File: src/rtl/fifo_syn_flex.sv
// Single-clock FIFO with arbitrary depth, standard or first-word-fall-through
// read mode, programmable almost-full/almost-empty thresholds, an occupancy
// count and one-cycle overflow/underflow pulses for rejected requests.
module fifo_syn_flex #(
   parameter  int FIFO_DWTH  = 4,
   parameter  int FIFO_DEPTH = 6,
   parameter  int FWFT       = 0,
   parameter  int AF_LEVEL   = 5,
   parameter  int AE_LEVEL   = 1,
   localparam int CW         = $clog2(FIFO_DEPTH + 1)
) (
   input  logic                 clk,
   input  logic                 rst_n,
   input  logic [FIFO_DWTH-1:0] din,
   input  logic                 wren,
   input  logic                 rden,
   output logic [FIFO_DWTH-1:0] dout,
   output logic                 valid,
   output logic                 full,
   output logic                 empty,
   output logic                 almost_full,
   output logic                 almost_empty,
   output logic [CW-1:0]        data_cnt,
   output logic                 overflow,
   output logic                 underflow
);

   localparam int            PW       = (FIFO_DEPTH > 2) ? $clog2(FIFO_DEPTH) : 1;
   localparam logic [PW-1:0] LAST_PTR = PW'(FIFO_DEPTH - 1);
   localparam logic [CW-1:0] DEPTH_C  = CW'(FIFO_DEPTH);
   localparam logic [CW-1:0] AF_C     = CW'(AF_LEVEL);
   localparam logic [CW-1:0] AE_C     = CW'(AE_LEVEL);

   logic [FIFO_DWTH-1:0] r_mem [FIFO_DEPTH];
   logic [PW-1:0]        r_wr_ptr;
   logic [PW-1:0]        r_rd_ptr;
   logic [CW-1:0]        r_cnt;
   logic                 r_overflow;
   logic                 r_underflow;

   logic                 w_full;
   logic                 w_empty;
   logic                 w_rd_acc;
   logic                 w_wr_acc;
   logic [PW-1:0]        w_wr_ptr_nxt;
   logic [PW-1:0]        w_rd_ptr_nxt;
   logic [FIFO_DWTH-1:0] w_rd_word;

   // Flags come straight from the registered count, so they move on the
   // same edge that accepts the operation.
   assign w_full   = (r_cnt == DEPTH_C);
   assign w_empty  = (r_cnt == '0);

   // A write into a full FIFO is still taken when a read frees a slot
   // on the same edge.
   assign w_rd_acc = rden && !w_empty;
   assign w_wr_acc = wren && (!w_full || w_rd_acc);

   // Pointers wrap by explicit compare so any depth works.
   assign w_wr_ptr_nxt = (r_wr_ptr == LAST_PTR) ? '0 : r_wr_ptr + PW'(1);
   assign w_rd_ptr_nxt = (r_rd_ptr == LAST_PTR) ? '0 : r_rd_ptr + PW'(1);

   assign w_rd_word = r_mem[r_rd_ptr];

   // Storage is deliberately left out of reset.
   always_ff @(posedge clk) begin
      if (w_wr_acc) begin
         r_mem[r_wr_ptr] <= din;
      end
   end

   // Write and read pointer advance on accepted operations.
   always_ff @(posedge clk or negedge rst_n) begin
      if (!rst_n) begin
         r_wr_ptr <= '0;
         r_rd_ptr <= '0;
      end else begin
         if (w_wr_acc) begin
            r_wr_ptr <= w_wr_ptr_nxt;
         end
         if (w_rd_acc) begin
            r_rd_ptr <= w_rd_ptr_nxt;
         end
      end
   end

   // Occupancy: simultaneous read and write cancel out.
   always_ff @(posedge clk or negedge rst_n) begin
      if (!rst_n) begin
         r_cnt <= '0;
      end else begin
         case ({w_wr_acc, w_rd_acc})
            2'b10:   r_cnt <= r_cnt + CW'(1);
            2'b01:   r_cnt <= r_cnt - CW'(1);
            default: r_cnt <= r_cnt;
         endcase
      end
   end

   // Rejected requests produce a single-cycle pulse on the following cycle.
   always_ff @(posedge clk or negedge rst_n) begin
      if (!rst_n) begin
         r_overflow  <= 1'b0;
         r_underflow <= 1'b0;
      end else begin
         r_overflow  <= wren && !w_wr_acc;
         r_underflow <= rden && !w_rd_acc;
      end
   end

   generate
      if (FWFT != 0) begin : g_fwft
         // Head word is presented continuously; blanked to zero when empty
         // so stale storage never appears on dout.
         always_comb begin
            dout  = w_empty ? '0 : w_rd_word;
            valid = !w_empty;
         end
      end else begin : g_std
         logic [FIFO_DWTH-1:0] r_dout;
         logic                 r_valid;

         // Registered read port: one-cycle latency, dout holds between reads.
         always_ff @(posedge clk or negedge rst_n) begin
            if (!rst_n) begin
               r_dout  <= '0;
               r_valid <= 1'b0;
            end else begin
               r_valid <= w_rd_acc;
               if (w_rd_acc) begin
                  r_dout <= w_rd_word;
               end
            end
         end

         assign dout  = r_dout;
         assign valid = r_valid;
      end
   endgenerate

   assign full         = w_full;
   assign empty        = w_empty;
   assign almost_full  = (r_cnt >= AF_C);
   assign almost_empty = (r_cnt <= AE_C);
   assign data_cnt     = r_cnt;
   assign overflow     = r_overflow;
   assign underflow    = r_underflow;

endmodule

File: config.mk
export PLATFORM = sky130hd
export DESIGN_NAME = fifo_syn_flex
export DESIGN_NICKNAME = d
export VERILOG_FILES = /design/src/rtl/fifo_syn_flex.sv
export SDC_FILE = /design/constraint.sdc
export NUM_CORES = 1
export LEC_CHECK = 0
export ABC_AREA = 1
export CAP_MARGIN = 10
export CORE_AREA = 8 8 83 85
export DETAILED_ROUTE_END_ITERATION = 8
export DIE_AREA = 0 0 91 93
export SYNTH_ARGS = -nofsm -noshare
export SYNTH_HDL_FRONTEND = slang
export SYNTH_SLANG_ARGS = --single-unit
File: constraint.sdc
create_clock -name clk -period 2.9 [get_ports clk]
set_input_delay 0.725 -clock clk [delete_from_list [all_inputs] [get_ports clk]]
set_output_delay 0.725 -clock clk [all_outputs]
set_load 0.02 [all_outputs]
# Word-level counts from Yosys, hierarchy flattened
# Memory sizes are Yosys's and may differ from the RTL's. A register that Yosys moved wholly into a read port is not among the register bits.
# Index checks and enable logic that the tools add are counted.
# W data, S select, Z words.
dict set report word_totals {
  reg_bits 12
  ramBits 24
  in_bits 8
  out_inout_bits 14
  word_cells 35
  n_memories 1
}
# memory words word_bits read_ports rd_ports_with_merged_regs wr line_no
set memory_table {}
lappend memory_table {r_mem 6 4 1 1 1 34} ;# logic [FIFO_DWTH-1:0] r_mem [FIFO_DEPTH];
dict set report op_classes {
  addsub 4
  magnitude_cmp 2
  eq_ne 5
  mux 5
  n_reduce_logical 12
}
# cell n
set ops {}
lappend ops {{$add A3 B1 Y3 const B} 3}
lappend ops {{$eq A3 B3 Y1 const B} 3}
lappend ops {{$mux W3} 2}
lappend ops {{$pmux W3 S2} 1}
lappend ops {{$logic_not A1 Y1} 5}
lappend ops {{$logic_and A1 B1 Y1} 4}
lappend ops {{$ge A3 B3 Y1 const B} 1}
lappend ops {{$le A3 B1 Y1 const B} 1}
lappend ops {{$logic_not A3 Y1} 1}
lappend ops {{$sub A3 B1 Y3 const B} 1}
lappend ops {{$eq A2 B1 Y1 const B} 1}
lappend ops {{$eq A2 B2 Y1 const B} 1}
lappend ops {{$mux W1} 2}
lappend ops {{$reduce_bool A2 Y1} 1}
lappend ops {{$logic_or A1 B1 Y1} 1}

# Logic depth before layout (Yosys ltp)
# Gate-level depths: netlist (run 1).
dict set report logic_depth {
  depth_word 7
  depth_mapped 10
  depth_no_buf 9
}

# Least setup slack after synthesis (run 1)
# Ideal clock, no wire load.
dict set report synth_timing {
  path_type {register -> register}
  from {register r_cnt[0], in the netlist data_cnt[0]}
  to {memory r_mem[5][0] (enable)}
  setup_time_ns 0.357
  arrival_ns 1.873
  slack_ns 0.670
  path_stages_with_launch 10
  path_buffers 1
  cell_sequence {dfrtp_1 inv_1 ha_1 ha_1 inv_2 nand2_4 nand2_2 nand2_2 buf_6 nor4_2}
}
dict set report synth_between {
  elab_chain_len 7
  elab_cells_between_ends 9
  cone_classes {1 x eq/ne; 2 x mux; 6 x reduce/logical}
}
# element line_no
set synth_rtl {}
lappend synth_rtl {{start: declaration} 37} ;# logic [CW-1:0] r_cnt;
lappend synth_rtl {{start signal: assignment} 93} ;# 2'b10: r_cnt <= r_cnt + CW'(1);
lappend synth_rtl {{start signal: assignment} 94} ;# 2'b01: r_cnt <= r_cnt - CW'(1);
lappend synth_rtl {{start signal: assignment} 95} ;# default: r_cnt <= r_cnt;
lappend synth_rtl {{$logic_not A3 Y1} 52} ;# assign w_empty = (r_cnt == '0);
lappend synth_rtl {{via empty} 20} ;# output logic empty,
lappend synth_rtl {{$logic_not A1 Y1} 56} ;# assign w_rd_acc = rden && !w_empty;
lappend synth_rtl {{$logic_and A1 B1 Y1} 56}
lappend synth_rtl {{$logic_or A1 B1 Y1} 57} ;# assign w_wr_acc = wren && (!w_full || w_rd_acc);
lappend synth_rtl {{$logic_and A1 B1 Y1} 57}
lappend synth_rtl {{$mux W1} 67} ;# if (w_wr_acc) begin
lappend synth_rtl {{$mux W1 (not written as such)} 68} ;# r_mem[r_wr_ptr] <= din;
lappend synth_rtl {{end: declaration} 34}
# The timed path passes the listed nets, and every way through them passes these cells.

# Worst setup path in the final report (run 1)
dict set report layout_timing {
  from {register r_cnt[0], in the netlist data_cnt[0]}
  to {output port empty}
}
dict set report layout_between {
  elab_chain_len 1
}
# element line_no
set layout_rtl {}
lappend layout_rtl {{$logic_not A3 Y1} 52}
lappend layout_rtl {{end: declaration} 20}
# No other way between the ends.

==> metrics.yaml, run 1 <==
outcome: "finished clean"
start_util_pct: 32.5
grt_use_total_pct: 8.16
skew_ns: 0.00244
n_fill_cell: 567
htreeDepth: 2
synth.net_count: 190
final_hold_viol_count: 0
intPower_mw: 1.39
crit_slowest_cell: "clkdlybuf4s50_1"
p_leak_nw: 0.968
drive_above_1_share_pct: 12.9
grt_pass1_wl_mm: 5.49
synth_area_sq_um: 1840
rsz0062_at_grt: "no"
vias: 1136
n_antenna_cell: 0
clk_latency_ns: 0.28
hp-class: "reg -> reg"
clkPwrFrac_pct: 19.4
ys_warn_count: 0
power_mw: 2.24
min_period_ns: 2.67
yosys-top-cells-area: "edfxtp_1 (39%), dfrtp_1 (22%), nand2_1 (11%)"
gp_congestion: 0.774
cp_data_required_time_ns: 2.17
cp-start-kind: "flip-flop"
dieArea_sq_um: 8460
io_pins: 22
avgViaCountPerCell: 4.10
clock-sinks: 40
tns_ns: 0
fin_cells: 277
fin_nets: 214
critical_path.max_stage_delay_ns: 0.65
grt_pass1_vias: 1122
powerDensity_nw_per_um2: 1010
area_delta_synth_final_pct: 20.5
slew_headroom_pct: 51.9
overflow: 0
seqPwrFrac_pct: 40.1
cts_resized: 0
ant_nets: 0
finalSetupViolations: 0
crit_fanout: 5
yosysTopAreaCell: "edfxtp_1"
wl_mm: 3.16
crit_path_frequent_cell: "ha_1"
p_sw_share_pct: 37.8
timing.critical_path.cells: "inv_1, ha_1, ha_1, clkdlybuf4s50_1"
post_cts.repair.setup_buffers: 0
port-buffer-count: 21
syn-instance-count: 177
comb_power_share_pct: 40.5
core_area_sq_um: 5680
max_cap_violations: 0
ir_worst_vdd_mv: 0.304
yosysSeqAreaShare_pct: 60.8
tritoncts: "yes"
drtIter0Drc: 51
ys_ff_latch: 40
p_sw_mw: 0.845
yosysTopAreaCellShare_pct: 39.1
reg2reg_depth: 8
hold_depth: 2
cts_hold_buf: 0
path_clk_slew_ns: 0.07
drc: 0
antenna_found_initial: 0
dp_hpwl_mm: 2.45
tightest_slew_ns: 0.719
slew_viol_final: 0
worstPathArrival_ns: 1.95
clockBufferDepth: 2
post-route-period-util_pct: 92.2
rows: 28
wl_per_cell_um: 11.4
root_buffer: "clkbuf_8"
cts_buffers: 5
dp.cells: 269
dr.pass1.iters: 4
syn_area_per_cell_sq_um: 10.4
die-width_um: 91
yosys.cell_types.count: 22
clock.fmax_mhz: 374
criticalPathCategory: "reg -> out"
grt_max_degree: 17
crit_path_end_kind: "primary output"
die_h_um: 93
==> layout by cell type (no fill, tap or decap) <==
| master | n |
|---|---|
| a21oi_1 | 10 |
| inv_2 | 5 |
| clkbuf_1 | 1 |
| xor2_1 | 1 |
| ha_1 | 5 |
| nor2_1 | 13 |
| clkdlybuf4s50_1 | 21 |
| inv_1 | 17 |
| nand2_1 | 53 |
| nor3_2 | 2 |
| edfxtp_1 | 24 |
| nor2_4 | 2 |
| nand2_4 | 3 |
| o21ai_0 | 1 |
| dfrtp_1 | 16 |
| xor2_2 | 2 |
| nand3_1 | 9 |
| bufinv_16 | 1 |
| xnor2_2 | 1 |
| clkbuf_8 | 5 |
| nor4_2 | 2 |
| nand2_2 | 2 |
| o21ai_1 | 5 |
| clkinv_2 | 1 |
==> kinds of logic (layout without fill, tap and decap cells) <==
group                      count (synthesis)  count (layout)  share of synthesized area [%]
AOI/OAI and AO/OA                         16              16                           4.34
xor gates and xnor gates                   4               4                           3.12
adders and majority gates                  5               5                           3.39
buffers and inverters                     26              51                           6.31
DFF                                       40              40                           60.8
and+or+nand+nor                           86              86                           22.0
==> sequential cells by signal, indices dropped and copies added, names as in the netlist <==
name and count:
data_cnt 3, dout 4, overflow 1, r_mem 24, r_rd_ptr 3, r_wr_ptr 3
underflow 1, valid 1
==> stage by stage <==
| step | utilization [%] | cell area, sq um | hold slack, ns | setup slack [ns] |
|---|---|---|---|---|
| after floorplan | - | 1840 | 0.429 | 0.670 |
| after global placement | 37.3 | 2110 | 0.513 | 0.499 |
| after detailed placement | 37.3 | 2110 | 0.529 | 0.401 |
| after CTS | 39.2 | 2220 | 0.548 | 0.220 |
| after global routing | 39.2 | 2220 | 0.601 | 0.109 |
| final | 39.2 | 2220 | 0.533 | 0.226 |
==> Yosys cell counts, drive strengths merged <==
cell / number
nor2: 15
inv: 22
nor4: 2
buf: 3
dfrtp: 16
ha: 5
nand3: 9
o21ai: 6
edfxtp: 24
clkbuf: 1
nor3: 2
xor2: 3
nand2: 58
xnor2: 1
a21oi: 10
==> power by group through the flow <==
stage / Clock (mW) / Combinational, mW / Sequential, mW
floorplan: 0 / 0.609 / 0.932
global placement: 0 / 0.913 / 0.905
detailed placement: 0 / 0.914 / 0.909
finish: 0.434 / 0.907 / 0.896
CTS: 0.443 / 0.920 / 0.897
global route: 0.461 / 1.03 / 0.925
==> per-layer routing <==
metal / global-route usage (%) / vias to the layer above / part of all wire (%)
li1: - / 613 / -
met1: 9.85 / 498 / 47
met2: 12.6 / 20 / 45
met3: 2.80 / 5 / 5.1
met4: 4.50 / 0 / 2.2
met5: 0 / - / 0
==> worst paths after layout <==
path,startpoint,endpoint,slack (ns)
min in group asynchronous,rst_n,r_wr_ptr[1],0.86
worst max-delay path,data_cnt[0],empty,0.23
worst min-delay path,dout[2],dout[2],0.53
max in group asynchronous,rst_n,r_rd_ptr[1],1.58
worst max register to register,data_cnt[0],r_mem[2][1],0.64
worst min register to register,dout[2],dout[2],0.53
==> cell type report <==
cell class	count	area (sq um)	share of cell area (%)
inverters	22	82.6	3.72
repair buffers	21	210	9.46
multi-input cells	111	607	27.3
clock inverters	2	35.0	1.58
clock buffers	6	72.6	3.27
well taps	75	93.8	4.22
flip-flops and latches	40	1120	50.5
==> critical path, delay by kind of cell (launching register included) <==
| family | cells | cell delay [ns] |
|---|---|---|
| buf+inv | 2 | 0.77 |
| flops | 1 | 0.45 |
| fa+ha+maj | 2 | 0.44 |
(Power assumes the default switching activity.)
==> run 2, diff against run 1 <==
TNS_END_PERCENT = 1   (was default)
==> results of run 2 <==
The final DEF is identical to that of run 1; final timing and power are the same.
==> RTL change, RTL diff (flow settings as in run 2) <==
Put one more register stage on the output `data_cnt`, with the module's reset. The value now appears one clock later. The other outputs are not delayed to match.
--- a/src/rtl/fifo_syn_flex.sv
+++ b/src/rtl/fifo_syn_flex.sv
@@ -144,3 +144,9 @@
    assign almost_empty = (r_cnt <= AE_C);
-   assign data_cnt     = r_cnt;
+   always_ff @(posedge clk or negedge rst_n) begin
+      if (!rst_n) begin
+         data_cnt <= '0;
+      end else begin
+         data_cnt <= r_cnt;
+      end
+   end
    assign overflow     = r_overflow;
Function: changed (a bounded check fails within 4 cycles, from zero or initial values and one cycle with rst_n low).
==> RTL change against run 2 <==
  * Non-clock buffer count grew 1
  * Clock skew grew 0.0052 ns
  * Routed wire length rose by 6.8%
  * Critical path depth unchanged
  * Critical path type unchanged
  * Sequential cell count grew 3
  * Final area grew 0.23%
  * Via count increased by 6.3%
  * Area after synthesis rose by 1.4%
  * Power fell by 2.3%
  * Worst setup slack better by 0.11 ns
  * Highest routed layer unchanged
==> RTL change: results (changes against run 2) <==
layout cells sized above 1 6.83% (-6.0 points); root buf cell clkbuf_8; hpwl dp 2.53 mm (+3.3%); worst r2r dst r_mem[4][1]; class of the worst hold path flop to flop; sequential area share after synthesis 63.9% (+3.2 points); Distinct cells, synth 21 (-4.5%); peak supply drop 300 uV (-1.5%); vias in the first global route 1,214 (+8.2%); Worst slew margin 64.0% (+12 points); Placement Setup Slack 0.290 ns (-0.112 ns); Critical R2R Launch r_cnt[1]; worst-case clock buffer depth 2 (unchanged); Hold Path End data_cnt[2]; clk_lat worst skew about 0.29 ns; R2R Setup Slk 0.52 ns (-0.12 ns); drt wl/cell 12.0 um (+5.6%); Worst Path Arrival 1.84 ns (-0.11 ns); Post-synth top cells nand2_1 (51), edfxtp_1 (24), inv_1 (23); Inserted Diodes 0 (unchanged); Global Route Usage Sum 8.66% (+0.50 points); hold wc startpoint r_cnt[2]; post-layout net count 218 (+1.9%); routed vias/inst 4.31 (+5.1%); CP max FO 7 (+2); Filler Cell Count 587 (+3.5%); CTS resizes 0 (unchanged); Synthesized Nets 193 (+1.6%); first-pass GRT wire length 5.78 mm (+5.3%); first-pass detailed-route iteration total 6 (+2); warning count from the yosys run 0 (unchanged); IO Port Bufs 21 (unchanged); Placer Congestion 0.718 (-7.3%); Synth area leaders edfxtp_1 (39%), dfrtp_1 (25%), nand2_1 (10%); Iter 0 DRT Violations 57 (+12%); Worst Skew 0.00765 ns (+0.00522 ns); Async SR Flop Fraction 44.2% (+4.2 points); hold path cells 0 (-2); CTS Buf Count 5 (unchanged); Leak 0.970 nW (+0.23%); largest net degree at the start of global routing 20 (+3); H-tree level count 2 (unchanged); status complete, no violations
[RTL change: cell count changes in the layout (fill, tap and decap cells not counted), moves of 3 or more]
cell | run 2 | this run
inv_1 | 17 | 23
o21ai_0 | 1 | 6
dfrtp_1 | 16 | 19
inv_2 | 5 | 2
nand3_1 | 9 | 6
o21ai_1 | 5 | 2
[RTL change: worst max-delay path by stage]
stage	from	slack, ns	endpoint	cells past startpoint
after floorplan	r_cnt[1]	0.80	r_cnt[2]	13
after global placement	rden	0.35	r_cnt[2]	9
after detailed placement	rden	0.29	r_mem[4][0]	5
after CTS	r_cnt[1]	0.31	empty	4
after global routing	r_cnt[1]	0.21	empty	4
final	r_cnt[1]	0.34	empty	4
[RTL change: critical path: stages (launching register included)]
cell and delay, ns:
dfrtp_1 0.46, inv_1 0.12, ha_1 0.15, ha_1 0.20
clkdlybuf4s50_1 0.63
[RTL change: final cells by class]
cell class                 instances  share of cell area, %
timing repair buffer              22                   9.78
tap                               75                   4.21
clock buffer                       8                   3.60
inverter                          25                   4.21
sequential                        43                   53.7
multi-input combinational        107                   24.5
[RTL change: logic make-up after synthesis]
kind of cell | Yosys count | share of synthesized area, %
flops | 43 | 63.9
buf+inv | 29 | 6.89
compound gates | 19 | 5.08
simple gates | 79 | 18.3
fa+ha+maj | 6 | 4.01
xor+xnor | 3 | 1.81
[RTL change: through the flow]
stage	util [%]	area, um^2	hold slack [ns]	instances
CTS	39.2	2230	0.477	280
global placement	37.8	2150	0.460	272
global route	39.2	2230	0.499	280
finish	39.2	2230	0.474	280
detailed placement	37.8	2150	0.449	272
floorplan	-	1870	0.409	179
[RTL change: power breakdown]
| part | switching, mW | internal, mW | total [mW] |
|---|---|---|---|
| registers | 0.137 | 0.824 | 0.961 |
| clock network | 0.177 | 0.171 | 0.348 |
| logic | 0.520 | 0.357 | 0.877 |
| total | 0.833 | 1.35 | 2.19 |
[RTL change: per-layer routing]
metal	global-route usage, %	vias up	wire (um)
li1	-	617	-
met1	9.75	565	1520
met2	14.4	19	1650
met3	2.80	6	136
met4	4.50	0	70
met5	0	-	0
